## src/rtl/int_controller.sv

```systemverilog
// Prioritised, vectored interrupt controller: synchronises and edge-detects int_e lines,
// keeps pending/mask/in-service state and raises one registered request with a vector.
module int_controller #(
    parameter int               N_SRC       = 8,
    parameter int               SYNC_STAGES = 2,
    parameter int               VEC_W       = 16,
    parameter logic [VEC_W-1:0] VEC_BASE    = 16'h0010,
    parameter int               VEC_SHIFT   = 2
) (
    input  logic             clk,
    input  logic             reset,
    input  logic [N_SRC-1:0] int_e,
    output logic             irq_req,
    output logic [VEC_W-1:0] irq_vec,
    input  logic             irq_ack,
    input  logic             irq_ret,
    input  logic             cfg_we,
    input  logic [1:0]       cfg_addr,
    input  logic [7:0]       cfg_wdata,
    output logic [7:0]       cfg_rdata
);

    localparam int IDX_W = (N_SRC > 1) ? $clog2(N_SRC) : 1;

    localparam logic [1:0] ADDR_IMR  = 2'd0;
    localparam logic [1:0] ADDR_IPR  = 2'd1;
    localparam logic [1:0] ADDR_ISR  = 2'd2;
    localparam logic [1:0] ADDR_CTRL = 2'd3;

    typedef enum logic {
        ST_IDLE,
        ST_REQ
    } state_e;

    logic [N_SRC-1:0] sync_q [SYNC_STAGES];
    logic [N_SRC-1:0] sync_last_q;

    logic [N_SRC-1:0] ipr_q, ipr_d;
    logic [N_SRC-1:0] isr_q, isr_d;
    logic [N_SRC-1:0] imr_q, imr_d;
    logic             gie_q, gie_d;
    state_e           state_q, state_d;
    logic [IDX_W-1:0] idx_q, idx_d;
    logic [VEC_W-1:0] vec_q, vec_d;

    logic [N_SRC-1:0] sync_out;
    logic [N_SRC-1:0] edge_det;
    logic [N_SRC-1:0] w1c_mask;
    logic [N_SRC-1:0] eligible;
    logic [N_SRC-1:0] idx_mask;
    logic [N_SRC-1:0] ack_clr;
    logic [N_SRC-1:0] ack_set;
    logic [N_SRC-1:0] ret_clr;
    logic [IDX_W-1:0] win_idx;
    logic [IDX_W-1:0] svc_idx;
    logic             win_valid;
    logic             wr_imr, wr_ipr, wr_ctrl;

    // Index 0 is highest priority, so the lowest set bit wins.
    function automatic logic [IDX_W-1:0] lowest_idx(input logic [N_SRC-1:0] v);
        lowest_idx = '0;
        for (int i = N_SRC - 1; i >= 0; i--) begin
            if (v[i]) begin
                lowest_idx = IDX_W'(i);
            end
        end
    endfunction

    // Input synchroniser and rising-edge detector.
    // NOTE: sequential state uses non-blocking assignments so every flop samples pre-edge values.
    always_ff @(posedge clk) begin
        if (!reset) begin
            // NOTE: the synchroniser stages are reset too, so no stale level can fake an edge after reset.
            for (int s = 0; s < SYNC_STAGES; s++) begin
                sync_q[s] <= '0;
            end
            sync_last_q <= '0;
        end else begin
            sync_q[0] <= int_e;
            for (int s = 1; s < SYNC_STAGES; s++) begin
                sync_q[s] <= sync_q[s-1];
            end
            sync_last_q <= sync_out;
        end
    end

    assign sync_out = sync_q[SYNC_STAGES-1];
    assign edge_det = sync_out & ~sync_last_q;

    assign wr_imr   = cfg_we && (cfg_addr == ADDR_IMR);
    assign wr_ipr   = cfg_we && (cfg_addr == ADDR_IPR);
    assign wr_ctrl  = cfg_we && (cfg_addr == ADDR_CTRL);
    assign w1c_mask = wr_ipr ? cfg_wdata[N_SRC-1:0] : '0;

    // Arbitration sees only registered values, so a same-cycle cfg write takes effect next cycle.
    assign eligible  = ipr_q & imr_q & {N_SRC{gie_q}};
    assign win_idx   = lowest_idx(eligible);
    assign svc_idx   = lowest_idx(isr_q);
    assign win_valid = (|eligible) && ((isr_q == '0) || (win_idx < svc_idx));

    assign idx_mask  = N_SRC'(1) << idx_q;
    assign ret_clr   = irq_ret ? (isr_q & (~isr_q + N_SRC'(1))) : '0;

    // NOTE: every always_comb output gets a default first, so no path can infer a latch.
    always_comb begin
        state_d = state_q;
        idx_d   = idx_q;
        vec_d   = vec_q;
        ack_clr = '0;
        ack_set = '0;
        unique case (state_q)
            ST_IDLE: begin
                if (win_valid) begin
                    idx_d   = win_idx;
                    vec_d   = VEC_BASE + (VEC_W'(win_idx) << VEC_SHIFT);
                    state_d = ST_REQ;
                end
            end
            ST_REQ: begin
                // Acknowledge beats withdrawal; the vector stays frozen until one of them happens.
                if (irq_ack) begin
                    ack_clr = idx_mask;
                    ack_set = idx_mask;
                    state_d = ST_IDLE;
                end else if (((ipr_q & idx_mask) == '0) || ((imr_q & idx_mask) == '0) || !gie_q) begin
                    state_d = ST_IDLE;
                end
            end
            default: state_d = ST_IDLE;
        endcase
    end

    // A fresh edge re-sets a pending bit even when ack or W1C clears it in the same cycle.
    assign ipr_d = (ipr_q & ~w1c_mask & ~ack_clr) | edge_det;
    // Return retires the old highest-priority in-service bit before the new entry is recorded.
    assign isr_d = (isr_q & ~ret_clr) | ack_set;
    assign imr_d = wr_imr ? cfg_wdata[N_SRC-1:0] : imr_q;
    assign gie_d = wr_ctrl ? cfg_wdata[0] : gie_q;

    always_ff @(posedge clk) begin
        if (!reset) begin
            ipr_q   <= '0;
            isr_q   <= '0;
            imr_q   <= '0;
            gie_q   <= 1'b0;
            state_q <= ST_IDLE;
            idx_q   <= '0;
            vec_q   <= '0;
        end else begin
            ipr_q   <= ipr_d;
            isr_q   <= isr_d;
            imr_q   <= imr_d;
            gie_q   <= gie_d;
            state_q <= state_d;
            idx_q   <= idx_d;
            vec_q   <= vec_d;
        end
    end

    assign irq_req = (state_q == ST_REQ);
    assign irq_vec = vec_q;

    always_comb begin
        cfg_rdata = '0;
        unique case (cfg_addr)
            ADDR_IMR:  cfg_rdata[N_SRC-1:0] = imr_q;
            ADDR_IPR:  cfg_rdata[N_SRC-1:0] = ipr_q;
            ADDR_ISR:  cfg_rdata[N_SRC-1:0] = isr_q;
            ADDR_CTRL: cfg_rdata[0]         = gie_q;
            default:   cfg_rdata = '0;
        endcase
    end

endmodule

```

## config.mk

```make
export PLATFORM = sky130hd
export DESIGN_NAME = int_controller
export DESIGN_NICKNAME = d
export VERILOG_FILES = /design/src/rtl/int_controller.sv
export SDC_FILE = /design/constraint.sdc
export NUM_CORES = 1
export LEC_CHECK = 0
export ABC_AREA = 1
export CORE_MARGIN = 2
export CORE_UTILIZATION = 45
export CTS_CLUSTER_DIAMETER = 200
export DETAILED_ROUTE_END_ITERATION = 8
export PLACE_DENSITY_LB_ADDON = 0.25
export SYNTH_ARGS = -nofsm -noshare
export SYNTH_HDL_FRONTEND = slang
export SYNTH_SLANG_ARGS = --single-unit
```

## constraint.sdc

```tcl
create_clock -name clk -period 4.5 [get_ports clk]
set_input_delay 0.45 -clock clk [delete_from_list [all_inputs] [get_ports clk]]
set_output_delay 0.45 -clock clk [all_outputs]
set_load 0.02 [all_outputs]
```

==> flow_summary.yaml, run 1 <==
outcome:
  run_status: "finished clean"
hold_path:
  min_path_type: "flop to flop"
  min_from: "sync_last_q[3]"
route:
  via_count: 2205
  final_antenna_net_count: 0
  drt_iter0_drc: 165
  drcViolationCount: 0
  dr.pass1.iters: 4
  routed_wl_um: 5596
  via_per_inst: 4.889
  wire_per_inst_um: 12.41
logic_synthesis:
  syn_area_um2: 2480
  yosys_warnings: 0
  synth.largest_area_cell: "dfxtp_1"
  synthMuxAreaShare: 0
  synth_edf_count: 0
  synthAdderAreaFrac: 0.01009
  synth_top_area_share: 0.4359
  synth_top_family_by_area: "simple AND/OR/NAND/NOR gates"
  syn_inst: 345
  synth.distinct_cells: 32
  ys_ff_latch: 54
  ys_seq_area_frac: 0.4359
  synthFlopType: "dfxtp_1"
  yosys-top-cells-area: "dfxtp_1 (44%), nand2_1 (12%), inv_1 (8.9%)"
  syn_avg_cell_area_um2: 7.188
  synth_compound_area_frac: 0.1554
  synthSimpleGateAreaFrac: 0.2503
  synthXorXnorAreaFrac: 0
  ys_async_sr_fraction: 0
  post-synth-top-count-cell: "nand2_1"
  synthTopCellsByCount: "nand2_1 (81), inv_1 (59), dfxtp_1 (54), o21ai_0 (24)"
global_route:
  grt_overflow: 0
  grt_pass1_wl_um: 9170
  grt_max_degree: 44
  antenna_found_initial: 0
  grt_pass1_vias: 2048
  track_usage: 0.1916
place:
  gp_congestion: 0.9215
  dpl_worst_slack_ns: 1.748
  dp_hpwl_um: 4472
  port_buffers: 35
timing:
  drv_slew: 0
  finalSetupViolations: 0
  worst_slack_ns: 1.698
  fin_crit_sh: 0.6227
  max_freq_ghz: 0.3569
  min_period_ns: 2.802
  fin_skew_ns: 0.004817
  rsz0062_at_grt: "false"
  max-slew-margin-rel: 0.5592
  hold_violations: 0
  tightestPinTransition_ns: 0.6588
  fin_tns_setup_ns: 0
critical_path:
  crit_path_end_kind: "output pin"
  slowest_delay_ns: 0.64
  start_kind: "input pin"
  worst-path-max-fanout: 6
  reg2reg_from: "gie_q"
  crit_arrival_ns: 2.35
  slowest_stage: "clkdlybuf4s50_1"
  cp_cell_sequence: "clkdlybuf4s50_1 -> inv_1 -> nor2_1 -> inv_1 -> o221ai_1 -> clkdlybuf4s50_1"
  cp-startpoint: "cfg_addr[0]"
  worstSetupPathType: "input pin to output pin"
  worstPathRequired_ns: 4.05
floorplan:
  initial_utilization: 0.4588
  die_x_um: 78.24
  io_pins: 48
  die_h_um: 78.24
  rows: 27
  core_area_um2: 5405
  die_area_um2: 6121
final_layout:
  final_util: 0.5438
  diodes: 0
  nets: 403
  drive_gt1_frac: 0.05805
  area_growth_pct: 18.52
clock_network:
  cts-htree-levels: 2
  cts_tree: "done"
  cts_inserted_buffers: 5
  post_cts_resized: 0
  clockRootBuffer: "clkbuf_8"
  path_clk_slew_ns: 0.09
  holdBufCountCts: 0
  clockBufferDepth: 2
  cts_sinks: 54
  cts_setup_buffers: 0
  clk-insertion-delay-late_ns: 0.30
power:
  leakagePower_nw: 1.352
  ir_drop_mv: 0.2566
  pwr_density_cell_nw_per_um2: 299.7
flow_run:
  maxCapViolCount: 0
-- routing by layer --
layer | global-route usage | wire (um)
met1 | 0.2411 | 2558
met2 | 0.3353 | 2737
met3 | 0.03793 | 230
met4 | 0.05088 | 69
met5 | 0 | 0
-- per-stage QoR --
stage	power, mW	area (um^2)	hold slack [ns]	std cells
final	0.8809	2939	0.4141	451
after floorplan	0.5707	2521	0.3905	356
after detailed placement	0.6017	2834	0.3984	443
after CTS	0.8919	2939	0.4211	451
after global placement	0.5996	2834	0.3920	443
after global routing	0.9262	2939	0.4316	451
-- where the power goes --
| part | internal, mW | switching (mW) |
|---|---|---|
| logic | 0.0345 | 0.0500 |
| clock network | 0.141 | 0.149 |
| registers | 0.495 | 0.0115 |
| total | 0.670 | 0.211 |
-- worst max-delay path, delay by kind of cell --
family / cells / cell delay [ns]
AO/OA/AOI/OAI: 1 / 0.20
buffers and inverters: 4 / 1.40
AND/OR/NAND/NOR: 1 / 0.31
-- cells in the final DEF, fill, tap and decap left out, types with 2 or more instances in the layout --
cell type,n
o22ai_1,3
ha_1,2
o221ai_1,5
nor3_1,4
a21oi_1,20
a21oi_2,4
inv_1,59
a221oi_1,2
conb_1,12
nand2_1,81
o21ai_0,24
nand2_2,2
dfxtp_1,54
nor2_1,20
nand4_1,10
inv_2,2
clkbuf_8,7
clkdlybuf4s50_1,35
nand2_4,2
nand3_1,18
o211ai_1,2
-- cells by family (layout without fill, tap and decap cells) --
logic type,Yosys count,count (layout)
AO/OA/AOI/OAI,65,65
adder cells (fa/ha/maj),2,2
buffers and inverters,82,105
flip-flops,54,54
other,1,12
AND/OR/NAND/NOR,141,141
-- worst paths after layout --
kind	end	slack [ns]	depth (start not counted)
setup / recovery	cfg_rdata[5]	1.70	6
hold / removal	ipr_q[3]	0.41	1
setup reg to reg	idx_q[2]	2.19	10
hold reg to reg	ipr_q[3]	0.41	1
-- cell type report --
| cell class | instances | area [um^2] |
|---|---|---|
| clock buffers | 7 | 96.34 |
| clock inverters | 1 | 8.758 |
| fillers | 543 | 2466 |
| inverters | 61 | 229.0 |
| multi-input cells | 220 | 1076 |
| flip-flops and latches | 54 | 1081 |
| well taps | 72 | 90.09 |
| repair buffers | 36 | 357.8 |
-- registers in the layout (all words and copies together), names as in the netlist --
name	count
ipr_q	8
gie_q	1
isr_q	8
sync_last_q	8
irq_req	1
idx_q	3
sync_q	16
irq_vec	1
imr_q	8
(Power assumes the default switching activity.)
==> inputs of run 2 (changes only) <==
==> constraint.sdc (replaced) <==
create_clock -name clk -period 2.7 [get_ports clk]
set_input_delay 0.27 -clock clk [delete_from_list [all_inputs] [get_ports clk]]
set_output_delay 0.27 -clock clk [all_outputs]
set_load 0.02 [all_outputs]
==> flow_summary.yaml, run 2 (same netlist as run 1, synthesis figures left out) <==
critical_path:
  cp_cell_sequence: "nand2_4 -> o21ai_1 -> nor2_1 -> nor3_1 -> ha_1 -> a21oi_1 -> nand2_2 -> nand2_4 -> nand2_2 -> nand2_1 -> a21oi_2"
  cp-startpoint: "gie_q"
  worstSetupPathType: "flop to flop"
  crit_arrival_ns: 2.44
  slowest_delay_ns: 0.59
  worstPathRequired_ns: 2.87
  start_kind: "flop"
  reg2reg_slack_ns: 0.43
  worst-path-max-fanout: 9
  slowest_stage: "dfxtp_1"
  crit_path_end_kind: "flop"
  reg2reg_from: "gie_q"
timing:
  drv_slew: 0
  finalSetupViolations: 0
  fin_crit_sh: 0.8395
  max_freq_ghz: 0.4412
  fin_skew_ns: 0.007700
  rsz0062_at_grt: "false"
  fin_tns_setup_ns: 0
  min_period_ns: 2.267
  hold_violations: 0
floorplan:
  die_x_um: 78.24
  core_area_um2: 5405
  die_h_um: 78.24
  initial_utilization: 0.4588
  rows: 27
  io_pins: 48
  die_area_um2: 6121
clock_network:
  holdBufCountCts: 0
  cts_setup_buffers: 0
  post_cts_resized: 0
  cts_inserted_buffers: 5
  clockRootBuffer: "clkbuf_8"
  cts_tree: "done"
  cts-htree-levels: 2
  path_clk_slew_ns: 0.10
  clockBufferDepth: 2
  cts_sinks: 54
  clk-insertion-delay-late_ns: 0.30
final_layout:
  diodes: 0
  multi_input_area_um2: 1076
  drive_gt1_frac: 0.06037
  max_flop_register: "sync_q"
  area_growth_pct: 19.32
  final_cell_mix: "nand2_1 (81), inv_1 (59), dfxtp_1 (54), clkdlybuf4s50_1 (35), o21ai_0 (24)"
  largest_register_ffs: 16
  fillers: 527
  nets: 405
  seq_area_um2: 1081
  final_common_cell: "nand2_1"
route:
  routed_wl_um: 5527
  drcViolationCount: 0
  drt_iter0_drc: 136
  wire_per_inst_um: 12.20
  via_per_inst: 4.830
  via_count: 2188
  final_antenna_net_count: 0
  dr.pass1.iters: 6
place:
  port_buffers: 35
  dp_hpwl_um: 4446
  gp_congestion: 0.9569
hold_path:
  min_path_type: "flop to flop"
  min_from: "sync_last_q[5]"
global_route:
  grt_pass1_vias: 2009
  grt_overflow: 0
  grt_pass1_wl_um: 9163
  grt_max_degree: 42
  track_usage: 0.1910
  antenna_found_initial: 0
outcome:
  run_status: "finished clean"
flow_run:
  maxCapViolCount: 0
power:
  pwr_density_cell_nw_per_um2: 511.0
  leakagePower_nw: 1.360
  power_mw: 1.512
  ir_drop_mv: 0.2832
run 2: final cells by class:
type / count / area share
multi-input cells: 220 / 0.3636
well taps: 72 / 0.03044
inverters: 61 / 0.07738
repair buffers: 38 / 0.1260
flip-flops and latches: 54 / 0.3653
clock buffers: 6 / 0.02452
clock inverters: 2 / 0.01268
run 2: report_power, final:
part	leakage (nW)	total, mW	switching, mW	internal [mW]
logic	0.867	0.142	0.0827	0.0592
clock network	0.0514	0.527	0.250	0.277
registers	0.441	0.843	0.0188	0.824
total	1.36	1.51	0.352	1.16
run 2: through the flow:
step	hold slack [ns]	instance area [um^2]	setup WS [ns]	utilization	cells
finish	0.4115	2959	0.4333	0.5475	453
global route	0.4341	2959	0.1926	0.5475	453
CTS	0.4164	2959	0.4145	0.5475	453
detailed placement	0.3984	2849	0.4465	0.5271	445
global placement	0.3916	2849	0.4713	0.5271	445
floorplan	0.3676	2521	0.8765	-	356
run 2: worst max-delay path, delay by kind of cell (launching register included):
family / cells / cell delay (ns)
AOI/OAI and AO/OA: 3 / 0.44
DFF: 1 / 0.59
and+or+nand+nor: 7 / 0.81
adders and majority gates: 1 / 0.30
run 2: final timing paths:
path | endpoint | depth (start not counted)
worst max-delay path | idx_q[1] | 11
worst min-delay path | ipr_q[5] | 1
worst max register to register | idx_q[1] | 11
worst min register to register | ipr_q[5] | 1
run 2: routing by layer:
layer | up-vias | track usage | routed length (um)
met2 | 66 | 0.3250 | 2639
met5 | - | 0 | 0
met1 | 963 | 0.2491 | 2602
met4 | 0 | 0.05789 | 53
met3 | 4 | 0.03103 | 231
li1 | 1155 | - | -
